[src/rtl/shift_pkg.sv]
// ---------------------------------------------------------------------------
// shift_pkg -- shared definitions for the shift issue stage.
//   DATA_W       operand width of the downstream shifter bank (20 bits)
//   AMT_W        width of the raw and normalized shift amount
//   shift_op_e   request opcode encoding on InOp (5..7 are illegal)
//   MODE_*       ShifterMode values, one per shifter instance
//   shift_req_t  normalized request as held in the request buffer
// ---------------------------------------------------------------------------
package shift_pkg;

    localparam int DATA_W = 20;
    localparam int AMT_W  = 5;
    localparam int OP_W   = 3;

    typedef enum logic [OP_W-1:0] {
        OP_SLL = 3'd0,
        OP_ROL = 3'd1,
        OP_SRL = 3'd2,
        OP_SRA = 3'd3,
        OP_ROR = 3'd4
    } shift_op_e;

    localparam logic [OP_W-1:0] MODE_SLL = 3'd0;
    localparam logic [OP_W-1:0] MODE_ROL = 3'd1;
    localparam logic [OP_W-1:0] MODE_SRL = 3'd2;
    localparam logic [OP_W-1:0] MODE_SRA = 3'd3;
    localparam logic [OP_W-1:0] MODE_ROR = 3'd4;

    // force_res: downstream discards the shifter result and emits all-fill bits
    typedef struct packed {
        logic [DATA_W-1:0] data;
        logic [AMT_W-1:0]  amount;
        logic [OP_W-1:0]   mode;
        logic              force_res;
        logic              fill;
        logic              illegal;
    } shift_req_t;

endpackage

[src/rtl/shift_req_fifo.sv]
// ---------------------------------------------------------------------------
// shift_req_fifo -- small request buffer for normalized shift requests.
//   clk_i       clock, rising edge
//   rst_ni      asynchronous active-low reset, empties the buffer
//   push_i      write push_data_i (ignored when full)
//   push_data_i normalized request
//   pop_i       drop the head entry (ignored when empty)
//   full_o      DEPTH entries held
//   empty_o     no entries held
//   head_o      oldest entry, read straight from storage
// ---------------------------------------------------------------------------
module shift_req_fifo
    import shift_pkg::*;
#(
    parameter int DEPTH = 2
) (
    input  logic       clk_i,
    input  logic       rst_ni,
    input  logic       push_i,
    input  shift_req_t push_data_i,
    input  logic       pop_i,
    output logic       full_o,
    output logic       empty_o,
    output shift_req_t head_o
);

    localparam int PTR_W = (DEPTH > 1) ? $clog2(DEPTH) : 1;
    localparam int CNT_W = $clog2(DEPTH + 1);

    shift_req_t       mem_q [DEPTH];
    logic [PTR_W-1:0] wr_ptr_q, wr_ptr_d;
    logic [PTR_W-1:0] rd_ptr_q, rd_ptr_d;
    logic [CNT_W-1:0] cnt_q, cnt_d;
    logic             do_push, do_pop;

    function automatic logic [PTR_W-1:0] ptr_inc(input logic [PTR_W-1:0] p);
        return (p == PTR_W'(DEPTH - 1)) ? '0 : p + PTR_W'(1);
    endfunction

    assign full_o  = (cnt_q == CNT_W'(DEPTH));
    assign empty_o = (cnt_q == '0);
    assign do_push = push_i & ~full_o;
    assign do_pop  = pop_i & ~empty_o;
    assign head_o  = mem_q[rd_ptr_q];

    always_comb begin
        wr_ptr_d = do_push ? ptr_inc(wr_ptr_q) : wr_ptr_q;
        rd_ptr_d = do_pop  ? ptr_inc(rd_ptr_q) : rd_ptr_q;
        cnt_d    = cnt_q;
        case ({do_push, do_pop})
            2'b10:   cnt_d = cnt_q + CNT_W'(1);
            2'b01:   cnt_d = cnt_q - CNT_W'(1);
            default: cnt_d = cnt_q;
        endcase
    end

    always_ff @(posedge clk_i or negedge rst_ni) begin
        if (!rst_ni) begin
            wr_ptr_q <= '0;
            rd_ptr_q <= '0;
            cnt_q    <= '0;
        end else begin
            wr_ptr_q <= wr_ptr_d;
            rd_ptr_q <= rd_ptr_d;
            cnt_q    <= cnt_d;
        end
    end

    // Storage is reset so the Out* bus reads all-zero while held in reset.
    for (genvar gi = 0; gi < DEPTH; gi++) begin : g_entry
        always_ff @(posedge clk_i or negedge rst_ni) begin
            if (!rst_ni) begin
                mem_q[gi] <= '0;
            end else if (do_push && (wr_ptr_q == PTR_W'(gi))) begin
                mem_q[gi] <= push_data_i;
            end
        end
    end

endmodule

[src/rtl/shift_issue_stage.sv]
// ---------------------------------------------------------------------------
// shift_issue_stage -- normalizes shift requests and queues them for a bank
// of five fixed-function 20-bit shifters.
//   Clock, nReset        clock (rising edge), asynchronous active-low reset
//   InValid/InReady      upstream handshake
//   InData/InAmount/InOp raw operand, amount 0..31, opcode
//   OutValid/OutReady    downstream handshake on the oldest buffered request
//   OutData/OutAmount    operand and normalized amount 0..19
//   OutMode              shifter instance select
//   OutForce/OutFill     replace the shifter result by all-OutFill bits
//   OutIllegal           head request carried an unsupported opcode
//   ReqCount             wrapping count of accepted requests
// Build option: define SHIFT_ROTATE_EN to support ROL/ROR; otherwise those
// opcodes are handled as illegal.
// ---------------------------------------------------------------------------
module shift_issue_stage #(
    parameter int DATA_W = 20,
    parameter int DEPTH  = 2
) (
    input  logic              Clock,
    input  logic              nReset,
    input  logic              InValid,
    output logic              InReady,
    input  logic [DATA_W-1:0] InData,
    input  logic [4:0]        InAmount,
    input  logic [2:0]        InOp,
    output logic              OutValid,
    input  logic              OutReady,
    output logic [DATA_W-1:0] OutData,
    output logic [4:0]        OutAmount,
    output logic [2:0]        OutMode,
    output logic              OutForce,
    output logic              OutFill,
    output logic              OutIllegal,
    output logic [15:0]       ReqCount
);

    import shift_pkg::*;

`ifdef SHIFT_ROTATE_EN
    localparam bit ROT_EN = 1'b1;
`else
    localparam bit ROT_EN = 1'b0;
`endif

    shift_req_t  req_d;
    shift_req_t  head;
    logic        fifo_full, fifo_empty;
    logic        rdy_q;
    logic [15:0] req_cnt_q, req_cnt_d;
    logic        is_rot, legal, big_amt, accept, pop;

    // Normalization: every request leaves here with an amount the 20-bit
    // shifters can use directly; out-of-range shifts become forced fills.
    always_comb begin
        req_d      = '0;
        req_d.data = InData;
        is_rot     = (InOp == OP_ROL) || (InOp == OP_ROR);
        legal      = (InOp == OP_SLL) || (InOp == OP_SRL) || (InOp == OP_SRA)
                     || (is_rot && ROT_EN);
        big_amt    = (InAmount >= 5'd20);
        if (!legal) begin
            req_d.illegal   = 1'b1;
            req_d.force_res = 1'b1;
        end else begin
            req_d.mode = InOp;
            if (!big_amt) begin
                req_d.amount = InAmount;
            end else if (is_rot) begin
                // Rotation by 20..31 equals rotation by amount-20.
                req_d.amount = InAmount - 5'd20;
            end else begin
                req_d.force_res = 1'b1;
                req_d.fill      = (InOp == OP_SRA) & InData[DATA_W-1];
            end
        end
    end

    // rdy_q keeps InReady low until the first edge after reset release.
    assign InReady   = rdy_q & ~fifo_full;
    assign accept    = InValid & InReady;
    assign OutValid  = ~fifo_empty;
    assign pop       = OutValid & OutReady;
    assign req_cnt_d = accept ? req_cnt_q + 16'd1 : req_cnt_q;

    always_ff @(posedge Clock or negedge nReset) begin
        if (!nReset) begin
            rdy_q     <= 1'b0;
            req_cnt_q <= '0;
        end else begin
            rdy_q     <= 1'b1;
            req_cnt_q <= req_cnt_d;
        end
    end

    shift_req_fifo #(
        .DEPTH (DEPTH)
    ) u_fifo (
        .clk_i       (Clock),
        .rst_ni      (nReset),
        .push_i      (accept),
        .push_data_i (req_d),
        .pop_i       (pop),
        .full_o      (fifo_full),
        .empty_o     (fifo_empty),
        .head_o      (head)
    );

    assign OutData    = head.data;
    assign OutAmount  = head.amount;
    assign OutMode    = head.mode;
    assign OutForce   = head.force_res;
    assign OutFill    = head.fill;
    assign OutIllegal = head.illegal;
    assign ReqCount   = req_cnt_q;

endmodule

[config.mk]
export PLATFORM = sky130hd
export DESIGN_NAME = shift_issue_stage
export DESIGN_NICKNAME = d
export VERILOG_FILES = /design/src/rtl/shift_pkg.sv /design/src/rtl/shift_req_fifo.sv /design/src/rtl/shift_issue_stage.sv
export SDC_FILE = /design/constraint.sdc
export NUM_CORES = 1
export LEC_CHECK = 0
export CORE_ASPECT_RATIO = 0.75
export CORE_MARGIN = 2
export CORE_UTILIZATION = 42
export DETAILED_ROUTE_END_ITERATION = 12
export PLACE_DENSITY = 0.73
export RECOVER_POWER = 100
export SLEW_MARGIN = 10
export SYNTH_ARGS = -nofsm -noshare
export SYNTH_HDL_FRONTEND = slang
export SYNTH_SLANG_ARGS = --single-unit
[constraint.sdc]
create_clock -name Clock -period 1.6 [get_ports Clock]
set_input_delay 0.32 -clock Clock [delete_from_list [all_inputs] [get_ports Clock]]
set_output_delay 0.32 -clock Clock [all_outputs]
set_load 0.005 [all_outputs]
; ---- Word level (Yosys, flattened, before mapping)
; Index checks and enable logic that the tools add are counted.
[totals]
ff_bits = 83
out_inout_bits = 49
elab_cells = 64
[op_classes]
n_addsub = 6
order_cmp = 2
eq_ne = 7
mux = 14
bitwise = 10
reduce_logical = 8
[op_table]
columns = cell, count
row1 = 31-bit 2-to-1 mux, 3
row2 = 16-bit by 1-bit adder with 16-bit output (second input constant), 1
row3 = 5-bit 2-to-1 mux, 2
row4 = 8-bit 2-to-1 mux, 1
row5 = 1-bit bitwise AND, 6
row6 = 3-bit by 2-bit equality test with 1-bit output (second input constant), 2
row7 = 5-bit greater-or-equal comparator (second input constant), 1
row8 = 1-bit 2-to-1 mux, 5
row9 = 5-bit subtractor (second input constant), 1
row10 = 2-bit equality test (second input constant), 2
row11 = 2-bit 2-to-1 mux, 2
row12 = 2-bit case mux with 2 select lines, 1
row13 = 3-bit by 1-bit equality test with 1-bit output (second input constant), 1
row14 = 3-bit equality test (second input constant), 1
row15 = 3-bit logical NOT, 1
row16 = 1-bit logical OR, 3
row17 = 1-bit inverter, 3
row18 = 1-bit adder (second input constant), 2
row19 = 2-bit by 1-bit adder with 2-bit output (second input constant), 1
row20 = 2-bit by 1-bit equality test with 1-bit output (second input constant), 1
row21 = 2-bit greater-or-equal comparator (second input constant), 1
row22 = 1-bit logical AND, 2
row23 = 2-bit logical NOT, 1
row24 = 1-bit inverter with 2-bit output, 1
row25 = other kinds (2), 2

; ---- Longest topological paths before layout
[logic_depth]
ltp_word = 7
depth_mapped = 8
ltp_nobuf = 7

; ---- Modules after synthesis
; From an unflattened synthesis, not the netlist that was laid out.
[hier_totals]
cells_unflattened = 274
hier_area_um2 = 3786.1
[by_module_without_submodules]
columns = mod, n_inst, cells_each, area_per_inst_um2, seq_area_each_um2
row1 = shift_req_fifo, 1, 184, 2906.5, 1651.6
row2 = shift_issue_stage, 1, 90, 879.6, 425.4

; ---- Worst setup path after synthesis
; OpenSTA, ideal clock, no wires.
[synth_path]
path_kind = reg2reg
start = register u_fifo.cnt_q[1]
end = register u_fifo.mem_q[0] in the netlist's numbering
setup_time_ns = 0.125
t_arrival_ns = 1.574
t_required_ns = 1.475
path_slack_ns = -0.099
stages_incl_launch_ff = 7
period_less_slack_ns = 1.699
cell_sequence = dfrtp_1 nor2b_1 buf_6 or3b_1 buf_6 buf_6 mux2_4
[synth_between]
elab_chain_len = 6
[synth_rtl]
columns = element, line_no
row1 = from (decl), shift_req_fifo.sv:33  ; logic [CNT_W-1:0] cnt_q, cnt_d;
row2 = from (signal assigned), shift_req_fifo.sv:65  ; cnt_q <= cnt_d;
row3 = 2-bit equality test *, shift_req_fifo.sv:40  ; assign full_o = (cnt_q == CNT_W'(DEPTH));
row4 = 1-bit inverter *, "shift_req_fifo.sv:42, shift_issue_stage.sv:80"
row5 = 1-bit bitwise AND, shift_issue_stage.sv:80  ; assign InReady = rdy_q & ~fifo_full;
row6 = 1-bit bitwise AND, shift_issue_stage.sv:81  ; assign accept = InValid & InReady;
row7 = 1-bit bitwise AND *, shift_req_fifo.sv:42  ; assign do_push = push_i & ~full_o;
row8 = 1-bit logical AND *, shift_req_fifo.sv:74  ; end else if (do_push && (wr_ptr_q == PTR_W'(gi))) begin
row9 = "to (signal, indexed assignment)", shift_req_fifo.sv:75  ; mem_q[gi] <= push_data_i;
row10 = to (decl), shift_req_fifo.sv:30  ; shift_req_t mem_q [DEPTH];
; Mark *: on every way between the ends. The rest lies on a longest branch, timed or not.
; A chain may end at the register's enable or synchronous reset.

; ---- Final worst setup path
[layout_path]
start = register u_fifo.rd_ptr_q
end = output OutMode[0]
[layout_between]
elab_chain_len = 4
[layout_rtl]
columns = element, line_no
row1 = from (decl), shift_req_fifo.sv:32  ; logic [PTR_W-1:0] rd_ptr_q, rd_ptr_d;
row2 = from (signal assigned), shift_req_fifo.sv:64  ; rd_ptr_q <= rd_ptr_d;
row3 = 1-bit inverter with 2-bit output (implied by the code), shift_req_fifo.sv:44  ; assign head_o = mem_q[rd_ptr_q];
row4 = 31-bit 2-to-1 mux (implied by the code) (3 in series), shift_req_fifo.sv:44
row5 = to (decl), shift_issue_stage.sv:31  ; output logic [2:0] OutMode,
; Every way passes these cells. The select of a mux whose other input is x is not followed.

==> impl_metrics.tcl <==
set metrics [dict create \
    rows 29 \
    synth_seq_cells 83 \
    critical_path_class "reg -> out" \
    grt_pass1_vias 3011 \
    dieArea_um2 9800 \
    seq_area_um2 2080 \
    final_net_count 488 \
    layout_commonest_cell "dfrtp_1" \
    rsz0062_at_grt "yes" \
    clock_path_buffers 2 \
    cts_max_level 3 \
    cap_violations 0 \
    synth_xor_area_frac 0.0439 \
    cp-start-kind "flop" \
    dp_hpwl_mm 6.01 \
    layout-drive-gt1-share 0.400 \
    holdWs_ps 476 \
    dieWidth_um 114 \
    worstSetupEndpointType "output port" \
    mostFrequentLayoutCells "82 x dfrtp_1, 76 x nand2_1, 50 x mux2_4, 41 x clkdlybuf4s50_1, 38 x buf_4" \
    violations "negative setup slack" \
    wl_per_cell_um 17.4 \
    max-slew-margin-rel 0.419 \
    ant_nets 0 \
    drt_iter0_markers 115 \
    power_density_nw_per_um2 1800 \
    areaGrowthSynthToFinish_pct 48.8 \
    synth_compound_gate_area_share 0.0162 \
    grt_max_degree 35 \
    synth_top_cell_area_share 0.548 \
    wl_met3_um 472 \
    crit_required_ps 1280 \
    vias 2797 \
    finalWorstSetupSlack_ps -210 \
    place_congestion 0.805 \
    tritoncts "yes" \
    yosys.area_share.simple 0.137 \
    cts_sinks 83 \
    synthCells 314 \
    antenna_found_initial 0 \
    finalMaxSlewViolations 0 \
    start_util 0.440 \
    routed-wl-met2_mm 4.80 \
    synth.largest_area_cell "dfrtp_1" \
    ys_warn_count 0 \
    netlist_top_cells_area "dfrtp_1 55%, mux2_2 11%, mux2_4 10%" \
    ys_types 31 \
    crit_fanout 7 \
    yosysSeqAreaShare 0.548 \
    post-place-ws_ps -458 \
    grt_overflow 0 \
    hold_class "reg -> reg" \
    design.core.area_um2 8600 \
    status "complete, but fails checks" \
    crit_arrival_ps 1490 \
    root_buffer "clkbuf_16" \
    skew_ps 2.82 \
    syn_avg_cell_area_um2 12.1 \
    max_freq_mhz 552 \
    highest_layer "met4" \
    setup_viol 66 \
    ios 81 \
    drc 0 \
    met1_length_mm 4.37 \
    tightest_slew_ps 871 \
    multi_input_area_um2 1740 \
    fill_cells 658 \
    io_buffer_count 80 \
    synthAdderAreaFrac 0.00991 \
    synth_top_family_by_area "multiplexers" \
    clk_latency_ps 330 \
    synthMuxAreaShare 0.213 \
    synthesis.nets 349 \
    diodes 0 \
    cts_made_buffers 9 \
    irDropWorstVdd_uv 1290 \
    wirelength_mm 9.83 \
    clk_pin_slew_ps 60 \
    track_usage 0.205 \
    via_per_inst 4.94 \
    min_period_ps 1810 \
    die_h_um 86.2 \
    fin_crit_sh 1.13 \
    grt_pass1_wl_mm 15.3 \
    leakage_nw 2.82 \
    drt_first_pass_iters 4 \
    final_hold_viol_count 0 \
    synth_area_um2 3790 \
]
-- sequential cells by signal, indices dropped and copies added, names as in the netlist --
name             flops
u_fifo.mem_q        62
ReqCount            16
rdy_q                1
u_fifo.rd_ptr_q      1
u_fifo.cnt_q         2
u_fifo.wr_ptr_q      1
-- final timing paths --
path / slack [ps] / end / cells after the start / startpoint
worst max-delay path: -210 / OutMode[0] / 4 / u_fifo.rd_ptr_q$_DFFE_PN0P_
worst min-delay path: 480 / u_fifo.mem_q[60]$_DFFE_PN0P_ / 2 / u_fifo.mem_q[60]$_DFFE_PN0P_
worst max register to register: -120 / u_fifo.mem_q[1]$_DFFE_PN0P_ / 5 / u_fifo.cnt_q[0]$_DFFE_PN0P_
worst min register to register: 480 / u_fifo.mem_q[60]$_DFFE_PN0P_ / 2 / u_fifo.mem_q[60]$_DFFE_PN0P_
max in group asynchronous: 180 / u_fifo.mem_q[49]$_DFFE_PN0P_ / 3 / nReset
min in group asynchronous: 640 / u_fifo.mem_q[43]$_DFFE_PN0P_ / 2 / nReset
-- cell families after synthesis --
family                   count (synthesis)
AND/OR/NAND/NOR                        117
multiplexers                            63
AO/OA/AOI/OAI                            8
other                                    1
XOR/XNOR                                19
flip-flops                              83
adder cells (fa/ha/maj)                  3
buffers and inverters                   20
-- synth_stat cells --
| cell type | number |
|---|---|
| nor3b_1 | 1 |
| and4_1 | 1 |
| dfrtp_1 | 83 |
| o31a_1 | 1 |
| mux2_2 | 37 |
| nand4_1 | 3 |
| or3b_1 | 1 |
| o21ai_0 | 1 |
| mux2_4 | 26 |
| nand2_1 | 76 |
| inv_1 | 6 |
| a22o_1 | 4 |
| nor3_1 | 7 |
| or3_1 | 1 |
| buf_6 | 5 |
| clkbuf_1 | 3 |
| a21o_1 | 1 |
| nand3_1 | 7 |
| ha_1 | 3 |
| or2_2 | 1 |
| xor2_1 | 5 |
| nor3_2 | 2 |
| conb_1 | 1 |
| and3_1 | 2 |
| and2_1 | 4 |
| xnor2_1 | 14 |
| a21oi_1 | 1 |
| nor2_1 | 8 |
| buf_2 | 3 |
| nor2b_1 | 3 |
| buf_1 | 3 |
-- per-stage QoR --
step | cell area [um^2] | TNS (ps) | instances | utilization | total power, mW
2_1_floorplan | 3800 | -1740 | 314 | - | 5.33
3_3_place_gp | 4950 | -27780 | 522 | 0.575 | 7.16
3_5_place_dp | 4950 | -28800 | 522 | 0.575 | 7.29
4_1_cts | 5480 | -5450 | 556 | 0.637 | 9.78
5_1_grt | 5640 | -11790 | 566 | 0.655 | 10.7
6_report | 5640 | -6150 | 566 | 0.655 | 10.1
-- where the power goes --
part	switching (mW)	total [mW]	internal, mW
clock network	0.803	2.05	1.25
registers	0.496	3.38	2.89
logic	1.71	4.70	2.99
total	3.01	10.1	7.13
-- layer usage --
| layer | vias up | GRT usage |
|---|---|---|
| met5 | - | 0 |
| met4 | 0 | 0.0710 |
| met3 | 16 | 0.0594 |
| met2 | 77 | 0.329 |
| met1 | 1380 | 0.269 |
| li1 | 1324 | - |
-- area by class of cell --
cell class,count,area share
repair buffers,142,0.241
inverters,6,0.00400
clock inverters,4,0.00888
multi-input cells,211,0.310
flip-flops and latches,83,0.369
well taps,108,0.0240
clock buffers,12,0.0437
-- repair_timing --
action                                  in CTS  in global routing
endpoints found under the hold margin       31                  0
gates cloned                                 5                  0
hold buffers                                 1                  0
endpoints found under the setup margin      72                 90
buffers inserted                            12                 11
gates resized for setup                    176                 37
pin swaps                                    6                 13
-- critical path, stage by stage, from the launching register on --
cell and delay (ps):
dfrtp_2 440, buf_6 150, buf_12 140, mux2_4 310
buf_6 120
Power figures use the tool's default switching activity.
